$ cat config.mk
export PLATFORM = sky130hd
export DESIGN_NAME = mc_ctrl_fsm
export DESIGN_NICKNAME = d
export VERILOG_FILES = /design/src/rtl/mc_ctrl_fsm.sv
export SDC_FILE = /design/constraint.sdc
export NUM_CORES = 1
export LEC_CHECK = 0
export ABC_AREA = 1
export BUFFER_PORTS_ARGS = -buffer_cell sky130_fd_sc_hd__buf_2
export CORE_MARGIN = 3
export CORE_UTILIZATION = 53
export CTS_CLUSTER_SIZE = 16
export DETAILED_ROUTE_END_ITERATION = 8
export GPL_ROUTABILITY_DRIVEN = 0
export GPL_TIMING_DRIVEN = 0
export PLACE_DENSITY = 0.84
export SETUP_SLACK_MARGIN = 0.05
export SLEW_MARGIN = 10
export SYNTH_ARGS = -nofsm -noshare
export SYNTH_HDL_FRONTEND = slang
export SYNTH_SLANG_ARGS = --single-unit
$ cat constraint.sdc
create_clock -name clk -period 2.7 [get_ports clk]
set_clock_uncertainty 0.2 [all_clocks]
set_input_delay 0.27 -clock clk [delete_from_list [all_inputs] [get_ports clk]]
set_output_delay 0.27 -clock clk [all_outputs]
set_load 0.05 [all_outputs]
$ cat src/rtl/mc_ctrl_fsm.sv
// Main control FSM for the multi-cycle MIPS-subset CPU: sequences fetch/decode/execute/
// memory/writeback and drives datapath enables plus operand/PC mux selects.
module mc_ctrl_fsm #(
  parameter logic [5:0] OP_RTYPE = 6'h00,
  parameter logic [5:0] OP_LW    = 6'h23,
  parameter logic [5:0] OP_SW    = 6'h2B,
  parameter logic [5:0] OP_BEQ   = 6'h04,
  parameter logic [5:0] OP_J     = 6'h02,
  parameter logic [5:0] OP_ADDI  = 6'h08
) (
  input  logic       clk,
  input  logic       rst,
  input  logic [5:0] op,
  input  logic       mem_ready,
  output logic       pc_write,
  output logic       pc_write_cond,
  output logic       i_or_d,
  output logic       mem_read,
  output logic       mem_write,
  output logic       ir_write,
  output logic       mem_to_reg,
  output logic       reg_dst,
  output logic       reg_write,
  output logic       alu_src_a,
  output logic [1:0] alu_src_b,
  output logic [1:0] alu_op,
  output logic [1:0] pc_source,
  output logic       illegal_op,
  output logic [3:0] state
);

  typedef enum logic [3:0] {
    S_FETCH   = 4'd0,
    S_DECODE  = 4'd1,
    S_MEMADR  = 4'd2,
    S_MEMRD   = 4'd3,
    S_MEMWB   = 4'd4,
    S_MEMWR   = 4'd5,
    S_EXEC    = 4'd6,
    S_RTYPEWB = 4'd7,
    S_BRANCH  = 4'd8,
    S_JUMP    = 4'd9,
    S_ADDIEX  = 4'd10,
    S_ADDIWB  = 4'd11
  } state_e;

  typedef struct packed {
    logic       pc_write;
    logic       pc_write_cond;
    logic       i_or_d;
    logic       mem_read;
    logic       mem_write;
    logic       ir_write;
    logic       mem_to_reg;
    logic       reg_dst;
    logic       reg_write;
    logic       alu_src_a;
    logic [1:0] alu_src_b;
    logic [1:0] alu_op;
    logic [1:0] pc_source;
  } ctrl_t;

  state_e state_q, state_d;
  ctrl_t  ctrl_q;
  ctrl_t  ctrl_s;
  logic   illegal_s;

  function automatic logic is_legal_op(input logic [5:0] o);
    is_legal_op = (o == OP_RTYPE) || (o == OP_LW) || (o == OP_SW) ||
                  (o == OP_BEQ)   || (o == OP_J)  || (o == OP_ADDI);
  endfunction

  // Moore control word for a state; handshake-qualified strobes are added separately.
  function automatic ctrl_t decode(input state_e s);
    ctrl_t c;
    c = '0;
    case (s)
      S_FETCH: begin
        c.mem_read  = 1'b1;
        c.alu_src_b = 2'b01;
      end
      S_DECODE: begin
        c.alu_src_b = 2'b11;
      end
      S_MEMADR: begin
        c.alu_src_a = 1'b1;
        c.alu_src_b = 2'b10;
      end
      S_MEMRD: begin
        c.mem_read = 1'b1;
        c.i_or_d   = 1'b1;
      end
      S_MEMWB: begin
        c.reg_write  = 1'b1;
        c.mem_to_reg = 1'b1;
      end
      S_MEMWR: begin
        c.mem_write = 1'b1;
        c.i_or_d    = 1'b1;
      end
      S_EXEC: begin
        c.alu_src_a = 1'b1;
        c.alu_op    = 2'b10;
      end
      S_RTYPEWB: begin
        c.reg_write = 1'b1;
        c.reg_dst   = 1'b1;
      end
      S_BRANCH: begin
        c.alu_src_a     = 1'b1;
        c.alu_op        = 2'b01;
        c.pc_write_cond = 1'b1;
        c.pc_source     = 2'b01;
      end
      S_JUMP: begin
        c.pc_write  = 1'b1;
        c.pc_source = 2'b10;
      end
      S_ADDIEX: begin
        c.alu_src_a = 1'b1;
        c.alu_src_b = 2'b10;
      end
      S_ADDIWB: begin
        c.reg_write = 1'b1;
      end
      default: c = '0;
    endcase
    return c;
  endfunction

  // Next-state logic; op is only meaningful in DECODE and MEMADR.
  always_comb begin
    state_d = S_FETCH;
    case (state_q)
      S_FETCH: begin
        if (mem_ready) state_d = S_DECODE;
        else           state_d = S_FETCH;
      end
      S_DECODE: begin
        if ((op == OP_LW) || (op == OP_SW)) state_d = S_MEMADR;
        else if (op == OP_RTYPE)            state_d = S_EXEC;
        else if (op == OP_BEQ)              state_d = S_BRANCH;
        else if (op == OP_J)                state_d = S_JUMP;
        else if (op == OP_ADDI)             state_d = S_ADDIEX;
        else                                state_d = S_FETCH;
      end
      S_MEMADR: begin
        if (op == OP_LW)      state_d = S_MEMRD;
        else if (op == OP_SW) state_d = S_MEMWR;
        else                  state_d = S_FETCH;
      end
      S_MEMRD: begin
        if (mem_ready) state_d = S_MEMWB;
        else           state_d = S_MEMRD;
      end
      S_MEMWR: begin
        if (mem_ready) state_d = S_FETCH;
        else           state_d = S_MEMWR;
      end
      S_EXEC:   state_d = S_RTYPEWB;
      S_ADDIEX: state_d = S_ADDIWB;
      S_MEMWB, S_RTYPEWB, S_BRANCH, S_JUMP, S_ADDIWB: state_d = S_FETCH;
      default:  state_d = S_FETCH;
    endcase
  end

  // State register with the Moore control word pre-decoded from the next state.
  always_ff @(posedge clk) begin
    if (rst) begin
      state_q <= S_FETCH;
      ctrl_q  <= decode(S_FETCH);
    end else begin
      state_q <= state_d;
      ctrl_q  <= decode(state_d);
    end
  end

  // Ready-qualified fetch strobes and the reset gate that blocks all writes during rst.
  always_comb begin
    ctrl_s    = ctrl_q;
    illegal_s = 1'b0;
    if ((state_q == S_FETCH) && mem_ready) begin
      ctrl_s.ir_write = 1'b1;
      ctrl_s.pc_write = 1'b1;
    end else begin
      ctrl_s.ir_write = ctrl_q.ir_write;
    end
    if ((state_q == S_DECODE) && !is_legal_op(op)) illegal_s = 1'b1;
    else                                            illegal_s = 1'b0;
    if (rst) begin
      ctrl_s    = '0;
      illegal_s = 1'b0;
    end else begin
      illegal_s = illegal_s;
    end
  end

  assign pc_write      = ctrl_s.pc_write;
  assign pc_write_cond = ctrl_s.pc_write_cond;
  assign i_or_d        = ctrl_s.i_or_d;
  assign mem_read      = ctrl_s.mem_read;
  assign mem_write     = ctrl_s.mem_write;
  assign ir_write      = ctrl_s.ir_write;
  assign mem_to_reg    = ctrl_s.mem_to_reg;
  assign reg_dst       = ctrl_s.reg_dst;
  assign reg_write     = ctrl_s.reg_write;
  assign alu_src_a     = ctrl_s.alu_src_a;
  assign alu_src_b     = ctrl_s.alu_src_b;
  assign alu_op        = ctrl_s.alu_op;
  assign pc_source     = ctrl_s.pc_source;
  assign illegal_op    = illegal_s;
  assign state         = state_q;

endmodule

Word-level counts from Yosys, hierarchy flattened
Index checks and enable logic that the tools add are counted.

Register bits: 20. Latch bits: 0. RAM bits: 0. ROM bits: 0. Output and inout port bits: 21. Memories kept: 0.

Add/sub/neg operators: 0. Multipliers: 0. Divide/modulo/power cells: 0. $lt $le $gt $ge: 0. Equal/unequal tests: 22. Shift-type cells: 0. Muxes and demuxes: 28. Bitwise operators: 0. Reductions and logical operators: 17.

Operators by type and width (number): $pmux 4 s7 (1); $eq 4x3->1 const B (6); $eq 4x4->1 const B (5); $mux 4 (5); $eq 4x2->1 const B (4); $mux 16 (1); $mux 1 (14); $eq 6x6->1 const B (2); $mux 3 (4); $eq 4x1->1 const B (2); $logic_not 4->1 (2); $pmux 2 s2 (2); $eq 6x2->1 const B (1); $eq 6x3->1 const B (1); $eq 6x4->1 const B (1); $logic_not 6->1 (1); $logic_or 1x1->1 (6); $pmux 2 s3 (1); $reduce_or 2->1 (3); $reduce_or 4->1 (1); $reduce_or 3->1 (1); $logic_and 1x1->1 (2); $logic_not 1->1 (1).

Depth between registers and ports, before layout
Depth after elaboration: 10. Gate-level depth with buffers: 12.

Worst setup path after synthesis
OpenSTA, ideal clock, no wires.

Kind: reg2out. Start: register state_q[0], in the netlist state[0]. End: output illegal_op. Data arrival time: 2.216 ns. Slack: 0.014 ns. Stages on the path, launching flop included: 5. Path buffers: 0. Cell sequence: dfxtp_1 nand3_1 inv_2 nand3_1 nor3_1.

Cells in the longest elaborated chain, start to end: 4.

RTL lines: start: declaration (line 63) `state_e state_q, state_d;`; start signal: assignment (line 173) `state_q <= state_d;`; $eq 4x1->1 (line 188) `if ((state_q == S_DECODE) && !is_legal_op(op)) illegal_s = 1'b1;`; $logic_and 1x1->1 (line 188); $mux 1 (line 188); $mux 1 (line 190) `if (rst) begin`; end: declaration (line 28) `output logic illegal_op,`.

Every way passes these cells.

Final worst setup path
Start: register state_q[3], in the netlist state[3]. End: output illegal_op.

Same word-level chain as after synthesis.

==> results.cfg <==
[status]
outcome = completed

[layout]
number_of_nets_in_the_layout = 195
insertedDiodeCount = 0
drive_above_1_share = 0.346
area_growth_pct = 22.5

[yosys]
postSynthAreaPerCell_um2 = 6.34
yosysWarningCount = 0
netlist.top_cell.by_area = dfxtp_1
post_synth_main_area_contributors = dfxtp_1, nor2_1, inv_1
synth_enable_flop_cells = 0
asyncSetResetFlopFracSynth = 0
syn_nets = 161
synth_sequential_area_ratio = 0.332
synthFlopType = dfxtp_1
ys_seq_elements = 16
post_synth_inst_count = 152
synth_most_common_cell = nor2_1
syn_area_um2 = 963
synthDistinctLibCells = 19
synth_commonest_cells = nor2_1, inv_1, nand2_1, dfxtp_1, nand3_1
yosys.area.top_type_share = 0.332

[sta]
setup_viol = 0
setup_total_negative_slack_ns = 0
final-max-slew-violation-count = 0
fmax_mhz = 484
worst_hold_slack_ns = 0.0209
rsz_0062_raised_after_global_routing = no
portion_of_the_clock_cycle_consumed_by_the_worst_path_in_the_final_layout = 0.765
setup_ws_ns = 0.634
slew_headroom = 0.675
max_slew.worst_pin.slew_ns = 0.488
hold_violations = 0
layout_min_cycle_time_ns = 2.07

[detailed_routing]
wire_per_inst_um = 10.0
detail-route-antenna-nets = 0
detail_route.iter0.violations = 22
drc = 0
route.vias.total = 980
detail_route.first_pass.iterations = 4
post_drt_via_cell_ratio = 4.69
routed_wl_mm = 2.09

[grt]
vias_in_the_first_global_route = 878
global_route.overflow_total = 0
grt_start_max_net_pins = 11
first_pass_grt_wire_length_mm = 3.62
grtUsageTotal = 0.188
antenna_violations_before_repair = 0

[cts]
cts_made_buffers = 3
cts_tree = done
ctsHtreeMaxLevel = 1
postCtsResizedCells = 0
postCtsHoldBufs = 0
clk-insertion-delay-late_ns = 0.27
clkSinkCount = 16
clk_transition_reported_paths_ns = 0.09
post_cts_buffers = 0
clock-root-buffer = clkbuf_4
cts-root-to-sink-buffers = 2

[pwr]
power.density_mw_per_mm2 = 399
total_power_uw = 470
ir_drop_uv = 549
p_leak_nw = 0.675

[placed_design]
dp_slack_ns = 0.937
detailed_place_hpwl_mm = 1.75
io_buffer_count = 29

[critical_path]
critPathArrivalTime_ns = 1.60
worstSetupEndpointType = output port
startpoint_type = register
ff2ff_setup_slack_ns = 1.06
cpMostUsedCell = nand3_1
timing.setup.critical_path_class = reg2out
critical-path-slowest-cell = dfxtp_1
cp_max_fo = 5
cp_cell_sequence = nor2_2, nand3_1, inv_2, nand3_1, nor3_2, buf_2
worst-endpoint-required_ns = 2.23
cpPeakStageDelay_ns = 0.35

[die]
io_pins = 30
placeable_area_mm2 = 0.00161
die_outline_area_mm2 = 0.00237
die_height_um = 48.6
fp-row-count = 14
initial_utilization = 0.598
floorplan.die.width_um = 48.6

[flow_run]
drv.max_cap_violation_count = 0

[min_path]
hp-class = in2reg
[state kept, by name, summed over array words and instances (netlist names)]
| signal | cells |
|---|---|
| ctrl_q | 12 |
| state | 4 |
[cells in the final DEF (no fill, tap or decap), drive strengths merged]
cell	count
a21boi	1
a21oi	3
buf	31
clkbuf	6
dfxtp	16
inv	34
nand2	30
nand3	14
nand4	4
nor2	40
nor3	3
o21ai	3
[through the flow]
| step | std cells | utilization | instance area [um2] |
|---|---|---|---|
| 6_report | 209 | 0.732 | 1180 |
| 5_1_grt | 209 | 0.732 | 1180 |
| 4_1_cts | 209 | 0.732 | 1180 |
| 3_5_place_dp | 205 | 0.710 | 1140 |
| 3_3_place_gp | 205 | 0.710 | 1140 |
| 2_1_floorplan | 152 | - | 968 |
[kinds of logic (layout without fill, tap and decap cells)]
kind of cell	Yosys count	count (layout)	share of synthesized area
buffers and inverters	38	71	0.156
flip-flops	16	16	0.332
AO/OA/AOI/OAI	7	7	0.0506
AND/OR/NAND/NOR	91	91	0.461
[power by group]
group	total, mW	internal, mW	leakage, nW	switching (mW)
registers	0.242	0.239	0.130	0.00229
clock network	0.150	0.0820	0.0210	0.0677
logic	0.0790	0.0199	0.524	0.0592
total	0.470	0.341	0.675	0.129
[worst max-delay path: cells and delay by family, from the launching register on]
kind,cells,cell delay [ns]
buffers and inverters,2,0.41
flip-flops,1,0.35
AND/OR/NAND/NOR,4,0.57
[final timing paths]
kind	start	endpoint	cells after the start
worst max-delay path	state[3]	illegal_op	6
worst min-delay path	rst	ctrl_q[1]	2
worst max register to register	state[3]	ctrl_q[12]	10
worst min register to register	state[2]	ctrl_q[8]	4
[final cells by class]
cell class,count,area (um2)
Clock buffer,4,36.3
Sequential cell,16,320
Tap cell,24,30.0
Timing Repair Buffer,29,145
Multi-Input combinational cell,98,498
Inverter,34,128
Buffer,4,22.5
Fill cell,143,432
[per-layer routing]
layer,vias up,track usage,wire length [um],part of all wire
met1,423,0.199,853,0.41
met3,2,0.0521,135,0.065
met5,-,0,0,0
met4,0,0.0284,8,0.0038
li1,524,-,-,-
met2,31,0.369,1100,0.52
Note: power is estimated with default switching activity, not from simulation.
